<file path="config.mk">
export PLATFORM = sky130hd
export DESIGN_NAME = axi4lite_apb_bridge
export DESIGN_NICKNAME = d
export VERILOG_FILES = /design/src/rtl/axi4lite_apb_bridge_pkg.sv /design/src/rtl/axi4lite_apb_bridge.sv
export SDC_FILE = /design/constraint.sdc
export NUM_CORES = 1
export LEC_CHECK = 0
export CAP_MARGIN = 40
export CORE_MARGIN = 4
export CORE_UTILIZATION = 42
export CTS_BUF_LIST = sky130_fd_sc_hd__clkbuf_8
export CTS_CLUSTER_SIZE = 12
export DETAILED_ROUTE_END_ITERATION = 12
export PLACE_DENSITY = 0.85
export SYNTH_ARGS = -nofsm -noshare
export SYNTH_HDL_FRONTEND = slang
export SYNTH_SLANG_ARGS = --single-unit
</file>
<file path="constraint.sdc">
create_clock -name clock -period 3.1 [get_ports clock]
set_input_delay 0.62 -clock clock [delete_from_list [all_inputs] [get_ports clock]]
set_output_delay 0.62 -clock clock [all_outputs]
set_load 0.01 [all_outputs]
</file>
<file path="src/rtl/axi4lite_apb_bridge_pkg.sv">
// axi4lite_apb_bridge_pkg: shared state encoding and response codes for the AXI4-Lite to APB bridge.
// Rev 1.0
`default_nettype none

package axi4lite_apb_bridge_pkg;

  typedef enum logic [2:0] {
    ST_IDLE   = 3'd0,
    ST_SETUP  = 3'd1,
    ST_ACCESS = 3'd2,
    ST_BRESP  = 3'd3,
    ST_RRESP  = 3'd4
  } state_e;

  localparam logic [1:0] RESP_OKAY   = 2'b00;
  localparam logic [1:0] RESP_SLVERR = 2'b10;

  localparam int TIMEOUT_CYCLES_DEFAULT = 1024;

endpackage

`default_nettype wire

</file>
<file path="src/rtl/axi4lite_apb_bridge.sv">
// axi4lite_apb_bridge: AXI4-Lite slave to APB master, one transfer at a time. Rev 1.0
// Optional ACCESS-phase timeout enabled by defining AXI4LITE_APB_BRIDGE_TIMEOUT_EN.
`default_nettype none

module axi4lite_apb_bridge
  import axi4lite_apb_bridge_pkg::*;
#(
  parameter int ADDR_W         = 32,
  parameter int DATA_W         = 32,
  parameter int TIMEOUT_CYCLES = TIMEOUT_CYCLES_DEFAULT
) (
  input  logic                clock,
  input  logic                reset,
  input  logic                s_awvalid,
  output logic                s_awready,
  input  logic [ADDR_W-1:0]   s_awaddr,
  input  logic [2:0]          s_awprot,
  input  logic                s_wvalid,
  output logic                s_wready,
  input  logic [DATA_W-1:0]   s_wdata,
  input  logic [DATA_W/8-1:0] s_wstrb,
  output logic                s_bvalid,
  input  logic                s_bready,
  output logic [1:0]          s_bresp,
  input  logic                s_arvalid,
  output logic                s_arready,
  input  logic [ADDR_W-1:0]   s_araddr,
  input  logic [2:0]          s_arprot,
  output logic                s_rvalid,
  input  logic                s_rready,
  output logic [DATA_W-1:0]   s_rdata,
  output logic [1:0]          s_rresp,
  output logic [ADDR_W-1:0]   paddr,
  output logic                psel,
  output logic                penable,
  output logic [2:0]          pprot,
  output logic                pwrite,
  output logic [DATA_W-1:0]   pwdata,
  output logic [DATA_W/8-1:0] pstrb,
  input  logic                pready,
  input  logic [DATA_W-1:0]   prdata,
  input  logic                pslverr
);

  localparam int STRB_W = DATA_W / 8;

  state_e              state_q, state_d;
  logic                last_write_q, last_write_d;
  logic                awready_q, awready_d;
  logic                arready_q, arready_d;
  logic [ADDR_W-1:0]   paddr_q, paddr_d;
  logic                psel_q, psel_d;
  logic                penable_q, penable_d;
  logic [2:0]          pprot_q, pprot_d;
  logic                pwrite_q, pwrite_d;
  logic [DATA_W-1:0]   pwdata_q, pwdata_d;
  logic [STRB_W-1:0]   pstrb_q, pstrb_d;
  logic                bvalid_q, bvalid_d;
  logic                rvalid_q, rvalid_d;
  logic [1:0]          resp_q, resp_d;
  logic [DATA_W-1:0]   rdata_q, rdata_d;

  logic wr_elig;
  logic tmo_hit;

  assign wr_elig = s_awvalid && s_wvalid;

`ifdef AXI4LITE_APB_BRIDGE_TIMEOUT_EN
  localparam int CNT_W = $clog2(TIMEOUT_CYCLES) + 1;
  logic [CNT_W-1:0] tmo_cnt_q, tmo_cnt_d;
  assign tmo_hit = (tmo_cnt_q == CNT_W'(TIMEOUT_CYCLES - 1));
`else
  logic [31:0] unused_timeout_cycles;
  assign unused_timeout_cycles = 32'(TIMEOUT_CYCLES);
  assign tmo_hit = 1'b0;
`endif

  always_comb begin
    state_d      = state_q;
    last_write_d = last_write_q;
    awready_d    = 1'b0;
    arready_d    = 1'b0;
    paddr_d      = paddr_q;
    psel_d       = psel_q;
    penable_d    = penable_q;
    pprot_d      = pprot_q;
    pwrite_d     = pwrite_q;
    pwdata_d     = pwdata_q;
    pstrb_d      = pstrb_q;
    bvalid_d     = bvalid_q;
    rvalid_d     = rvalid_q;
    resp_d       = resp_q;
    rdata_d      = rdata_q;
`ifdef AXI4LITE_APB_BRIDGE_TIMEOUT_EN
    tmo_cnt_d    = tmo_cnt_q;
`endif

    case (state_q)
      ST_IDLE: begin
        // A ready raised last cycle completes the handshake now; valids are held by the master.
        if (awready_q && wr_elig) begin
          paddr_d  = s_awaddr;
          pprot_d  = s_awprot;
          pwrite_d = 1'b1;
          pwdata_d = s_wdata;
          pstrb_d  = s_wstrb;
          psel_d   = 1'b1;
          state_d  = ST_SETUP;
        end else if (arready_q && s_arvalid) begin
          paddr_d  = s_araddr;
          pprot_d  = s_arprot;
          pwrite_d = 1'b0;
          pwdata_d = '0;
          pstrb_d  = '0;
          psel_d   = 1'b1;
          state_d  = ST_SETUP;
        end
      end
      ST_SETUP: begin
        penable_d = 1'b1;
        state_d   = ST_ACCESS;
`ifdef AXI4LITE_APB_BRIDGE_TIMEOUT_EN
        tmo_cnt_d = '0;
`endif
      end
      ST_ACCESS: begin
        if (pready || tmo_hit) begin
          psel_d    = 1'b0;
          penable_d = 1'b0;
          resp_d    = (!pready || pslverr) ? RESP_SLVERR : RESP_OKAY;
          if (!pwrite_q) begin
            rdata_d = pready ? prdata : '0;
          end
          bvalid_d  = pwrite_q;
          rvalid_d  = !pwrite_q;
          state_d   = pwrite_q ? ST_BRESP : ST_RRESP;
        end else begin
`ifdef AXI4LITE_APB_BRIDGE_TIMEOUT_EN
          tmo_cnt_d = tmo_cnt_q + 1'b1;
`endif
        end
      end
      ST_BRESP: begin
        if (s_bready) begin
          bvalid_d = 1'b0;
          state_d  = ST_IDLE;
        end
      end
      ST_RRESP: begin
        if (s_rready) begin
          rvalid_d = 1'b0;
          state_d  = ST_IDLE;
        end
      end
      default: state_d = ST_IDLE;
    endcase

    // Grant whenever the next cycle is IDLE, so a request pending at the response
    // handshake is accepted in the very next cycle.
    if (state_d == ST_IDLE) begin
      if (wr_elig && (!s_arvalid || !last_write_q)) begin
        awready_d    = 1'b1;
        last_write_d = 1'b1;
      end else if (s_arvalid) begin
        arready_d    = 1'b1;
        last_write_d = 1'b0;
      end
    end
  end

  always_ff @(posedge clock) begin
    if (reset) begin
      state_q      <= ST_IDLE;
      last_write_q <= 1'b0;
      awready_q    <= 1'b0;
      arready_q    <= 1'b0;
      paddr_q      <= '0;
      psel_q       <= 1'b0;
      penable_q    <= 1'b0;
      pprot_q      <= '0;
      pwrite_q     <= 1'b0;
      pwdata_q     <= '0;
      pstrb_q      <= '0;
      bvalid_q     <= 1'b0;
      rvalid_q     <= 1'b0;
      resp_q       <= RESP_OKAY;
      rdata_q      <= '0;
`ifdef AXI4LITE_APB_BRIDGE_TIMEOUT_EN
      tmo_cnt_q    <= '0;
`endif
    end else begin
      state_q      <= state_d;
      last_write_q <= last_write_d;
      awready_q    <= awready_d;
      arready_q    <= arready_d;
      paddr_q      <= paddr_d;
      psel_q       <= psel_d;
      penable_q    <= penable_d;
      pprot_q      <= pprot_d;
      pwrite_q     <= pwrite_d;
      pwdata_q     <= pwdata_d;
      pstrb_q      <= pstrb_d;
      bvalid_q     <= bvalid_d;
      rvalid_q     <= rvalid_d;
      resp_q       <= resp_d;
      rdata_q      <= rdata_d;
`ifdef AXI4LITE_APB_BRIDGE_TIMEOUT_EN
      tmo_cnt_q    <= tmo_cnt_d;
`endif
    end
  end

  assign s_awready = awready_q;
  assign s_wready  = awready_q;
  assign s_arready = arready_q;
  assign s_bvalid  = bvalid_q;
  assign s_bresp   = resp_q;
  assign s_rvalid  = rvalid_q;
  assign s_rresp   = resp_q;
  assign s_rdata   = rdata_q;
  assign paddr     = paddr_q;
  assign psel      = psel_q;
  assign penable   = penable_q;
  assign pprot     = pprot_q;
  assign pwrite    = pwrite_q;
  assign pwdata    = pwdata_q;
  assign pstrb     = pstrb_q;

endmodule

`default_nettype wire
</file>
==> Word level (Yosys, flattened, before mapping) <==
Index checks and enable logic that the tools add are counted.
{ "totals": {"elab_cells": 86, "register_bits": 116, "inputBits": 147} }
{ "classes": {"mux": 33, "n_reduce_logical": 28, "n_bitwise": 2, "n_eq_ne": 8} }
{ "op_table": {"columns": ["cell", "n"], "rows": [
  ["32-bit 2-to-1 mux", 4],
  ["3-bit 2-to-1 mux", 8],
  ["3-bit case mux with 5 select lines", 1],
  ["1-bit 2-to-1 mux", 13],
  ["3-bit AND reduction", 4],
  ["2-bit nonzero test", 6],
  ["4-bit 2-to-1 mux", 2],
  ["1-bit case mux with 2 select lines", 4],
  ["2-bit AND reduction", 4],
  ["3-bit by 2-bit == test with 1-bit output, second input constant", 2],
  ["3-bit logical NOT", 2],
  ["2-bit inequality test, second input constant", 3],
  ["1-bit logical AND", 4],
  ["1-bit logical NOT", 4],
  ["3-bit by 1-bit == test with 1-bit output, second input constant", 1],
  ["3-bit == test, second input constant", 1],
  ["3-bit inequality test, second input constant", 1],
  ["3-bit OR reduction", 1],
  ["1-bit logical OR", 2],
  ["2-bit 2-to-1 mux", 1],
  ["1-bit inverter", 2],
  ["2-bit OR reduction", 1]
]} }

==> Longest topological paths before layout <==
{ "depth": {"word_depth": 7, "depth_mapped": 8} }

==> Least setup slack after synthesis <==
No wires, ideal clock.
{ "synth_timing": {"path_kind": "input port to flip-flop", "startpoint": "in s_awvalid", "endpoint": "reg last_write_q", "setup_ns": 0.070, "n_path_buf": 2, "path_stages": 7, "t_required_ns": 3.030, "path_slack_ns": 1.343, "arrival_time_ns": 1.687, "path_cell_list": "nand3_2 -> buf_6 -> nor4_2 -> nand2b_1 -> buf_2 -> or4_1 -> a21oi_1"} }
{ "synth_via": {"elab_chain_cells": 6, "word_cells_on_any_way": 9, "cone_classes": "mux: 3; reduce/logical: 6"} }
{ "synth_lines": {"columns": ["item", "line", "rtl"], "rows": [
  ["start: declaration", "axi4lite_apb_bridge.sv:14", "input logic s_awvalid,"],
  ["1-bit logical AND (*)", "axi4lite_apb_bridge.sv:66", "assign wr_elig = s_awvalid && s_wvalid;"],
  ["1-bit logical AND", "axi4lite_apb_bridge.sv:101", "if (awready_q && wr_elig) begin"],
  ["3-bit 2-to-1 mux", "axi4lite_apb_bridge.sv:101", null],
  ["3-bit case mux with 5 select lines", "axi4lite_apb_bridge.sv:98", "case (state_q)"],
  ["3-bit logical NOT", "axi4lite_apb_bridge.sv:160", "if (state_d == ST_IDLE) begin"],
  ["2-bit AND reduction (no line)", null, null],
  ["end signal: assignment", "axi4lite_apb_bridge.sv:193", "last_write_q <= last_write_d;"],
  ["end: declaration", "axi4lite_apb_bridge.sv:48", "logic last_write_q, last_write_d;"]
]} }
Every way passes the cells marked *; elsewhere a longest branch is shown, timed or not.
A chain may end at the register's enable or synchronous reset.

==> Worst setup path after layout <==
{ "layout_timing": {"startpoint": "reg pwrite_q, in the netlist pwrite", "endpoint": "out pwrite"} }
{ "layout_lines": {"columns": ["item", "line", "rtl"], "rows": [
  ["start: declaration", "axi4lite_apb_bridge.sv:55", "logic pwrite_q, pwrite_d;"],
  ["start signal: assignment", "axi4lite_apb_bridge.sv:200", "pwrite_q <= pwrite_d;"],
  ["end: declaration", "axi4lite_apb_bridge.sv:37", "output logic pwrite,"]
]} }
No word-level cell between the ends.

==> key figures <==
Placed design
  – Final GP Congestion: 0.857
  – Placement Setup Slack: 0.579 ns
  – Hpwl dp: 10800 um
  – # port buffers: 259

Yosys
  – Synth Instances: 492
  – Mean Syn Cell Area: 9.02 sq um
  – Yosys warns: 0
  – Fraction of registers with async set/reset: 0%
  – Register area share after synthesis: 51.9%
  – Yosys cell types: 32
  – Most used DFF post-synth: dfxtp_1
  – Post-synthesis instance area: 4440 sq um
  – Register bit count reported by yosys: 115
  – Post-synth EDFFs: 0

CTS
  – CTS resizes: 0
  – H-tree Lvls: 4
  – Hold_buf cts: 0
  – Clock slew at reported path FFs: 0.07 ns
  – Root Driver: clkbuf_8
  – Maximum clock insertion buffer count: 2
  – CTS tree: yes
  – Post-CTS Repair Setup Buffers: 0
  – Worst skew pair latency: 0.42 ns
  – Total clock buffers created by CTS: 17
  – CTS Sinks: 115

Setup path
  – R2R Setup Slk: 1.21 ns
  – Crit Reg-Reg Endpoint: s_rdata[20]
  – Delay-heaviest family, CP: buffers and inverters
  – Critical path required time: 2.48 ns
  – CP cell instances: clkdlybuf4s50_1
  – Setup crit start kind: flop
  – R2r worst-path depth: 7
  – Critical Path AT: 1.49 ns
  – Slowest-stage cell, CP: clkdlybuf4s50_1
  – Critical path peak fanout: 7
  – CP Class: flop to output port
  – Crit end category: output port
  – Reg-to-Reg Start: state_q[0]
  – Crit path largest cell delay: 0.63 ns
  – CP bufs+invs: 1

STA
  – Max Clock Freq: 473 MHz
  – Period utilization: 68.2%
  – Rel. slew slack: 49.4%
  – Worst setup slack after layout: 0.985 ns
  – Final Hold Violating Endpoints: 0
  – Worst-margin pin slew: 0.759 ns
  – Setup TNS: 0 ns
  – RSZ-0062 raised after global routing: no
  – Final setup fails: 0
  – Slew Limit Fails: 0
  – Fin crit period: 2.11 ns
  – Setup Skew: 0.0159 ns

Routing
  – Post-DR vias/cell: 5.06
  – DRT Wirelength: 14300 um
  – DRC viols: 0
  – Routed wire per std cell: 16.2 um
  – Drt initial violations: 231
  – DRT antenna net count: 0
  – First-pass DRT Iterations: 5
  – Vias: 4458

Floorplan
  – Die area: 12300 sq um
  – Die span in y: 111 um
  – Core Area: 10300 sq um
  – Rows: 37
  – I/O pins: 262
  – DIE WIDTH: 111 um
  – Initial Util: 43.0%

Hold path
  – Hold path depth: 2
  – Hold path startpoint: s_rdata[28]
  – Worst hold endpoint: s_rdata[28]
  – Worst min-delay path category: flop to flop

Finish
  – NumNets Final: 879
  – Ant. Diodes: 0
  – Share of cells above drive strength 1: 6.44%
  – FILL cells: 783
  – Layout Area Growth over Synthesis: 68.5%

Power and ir drop
  – Max rail drop VDD: 0.310 mV
  – PD cells: 469 nW/um^2
  – Leak: 2.84 nW

Status
  – Status: completed

GRT
  – Vias in the first global route: 4467
  – GRT Total Usage: 22.7%
  – First-pass GRT wire length: 22900 um
  – Largest net degree at the start of global routing: 69
  – Grt ovf: 0
  – Initial antenna violation count: 0

Flow run
  – Max Cap Viol: 0
[placed cells by master, fill, tap and decap left out, types with 2 or more instances in the layout]
| master | instances |
|---|---|
| inv_1 | 4 |
| mux2i_1 | 37 |
| nor3_1 | 4 |
| nor2b_1 | 3 |
| bufinv_16 | 3 |
| dfxtp_1 | 115 |
| o21ai_0 | 5 |
| a22oi_1 | 36 |
| inv_6 | 5 |
| buf_4 | 7 |
| clkdlybuf4s50_1 | 258 |
| clkbuf_8 | 19 |
| nand2_1 | 70 |
| nand3_1 | 2 |
| a21oi_1 | 38 |
| conb_1 | 2 |
| a31oi_1 | 3 |
| clkinvlp_4 | 3 |
| a211oi_1 | 36 |
| nor2_1 | 75 |
[sequential cells by signal (all words and copies together) (netlist names), 3 cells and up]
signal	flops
pprot	3
paddr	32
s_rdata	32
state_q	3
pstrb	4
pwdata	32
[synthesized netlist by cell type (4+ instances only)]
master	instances	area (sq um)
nor3_1	4	20.0
nor2_1	76	285
a211oi_1	36	270
nand2_1	70	263
mux2i_1	37	370
o21ai_0	5	25.0
dfxtp_1	115	2300
buf_2	22	110
buf_4	8	60.1
a22oi_1	36	270
a21oi_1	38	190
inv_1	4	15.0
clkbuf_1	15	56.3
[per-layer routing]
metal | part of all wire [%] | global-route usage (%)
met4 | 1.8 | 7.39
met2 | 51 | 40.0
met5 | 0 | 0
met1 | 39 | 25.3
met3 | 8.1 | 8.19
[final cells by class]
| class | count | area, sq um | area share (%) |
|---|---|---|---|
| clock inverter | 13 | 170 | 2.28 |
| multi-input combinational | 327 | 1890 | 25.2 |
| tap | 136 | 170 | 2.28 |
| timing repair buffer | 267 | 2670 | 35.7 |
| clock buffer | 19 | 262 | 3.50 |
| sequential | 115 | 2300 | 30.8 |
| inverter | 4 | 15.0 | 0.201 |
[worst register-to-register path, cell delays in order (launching register included)]
cell,delay [ns]
dfxtp_1,0.58
nor2_1,0.12
nand3_1,0.11
buf_4,0.14
or2_1,0.42
buf_8,0.24
nand2_1,0.07
a21oi_1,0.15
[where the power goes]
part,internal (mW),switching (mW)
sequential,1.52,0.0279
combinational,0.291,0.179
clock,0.851,0.638
total,2.66,0.844
[logic make-up (layout without fill, tap and decap cells)]
logic type / count (synthesis) / count (layout) / synth area share [%]
compound gates: 123 / 123 / 18.6
buf+inv: 51 / 303 / 5.95
flops: 115 / 115 / 51.9
mux: 37 / 37 / 8.35
other cells: 1 / 2 / 0.0845
simple gates: 165 / 165 / 15.1
[metrics by stage]
step | power [mW] | cells | hold slack, ns | cell area [sq um] | utilization [%]
after floorplan | 1.75 | 493 | 0.457 | 4440 | -
after global placement | 2.04 | 848 | 0.440 | 7030 | 68.1
after detailed placement | 2.05 | 849 | 0.447 | 7040 | 68.2
after CTS | 3.53 | 881 | 0.457 | 7480 | 72.4
after global routing | 3.64 | 881 | 0.478 | 7480 | 72.4
final | 3.51 | 881 | 0.457 | 7480 | 72.4
[worst max path at each step]
stage | from | end | slack [ns] | cells after the start
final | pwrite | pwrite | 0.99 | 1
after global routing | s_awvalid | paddr[7] | 0.86 | 7
after CTS | pwrite | pwrite | 0.96 | 1
after detailed placement | s_awvalid | paddr[7] | 0.58 | 7
after global placement | pready | s_rdata[5] | 0.58 | 6
after floorplan | s_awvalid | last_write_q | 1.34 | 7
No activity file was read; power rests on OpenSTA's default activity.
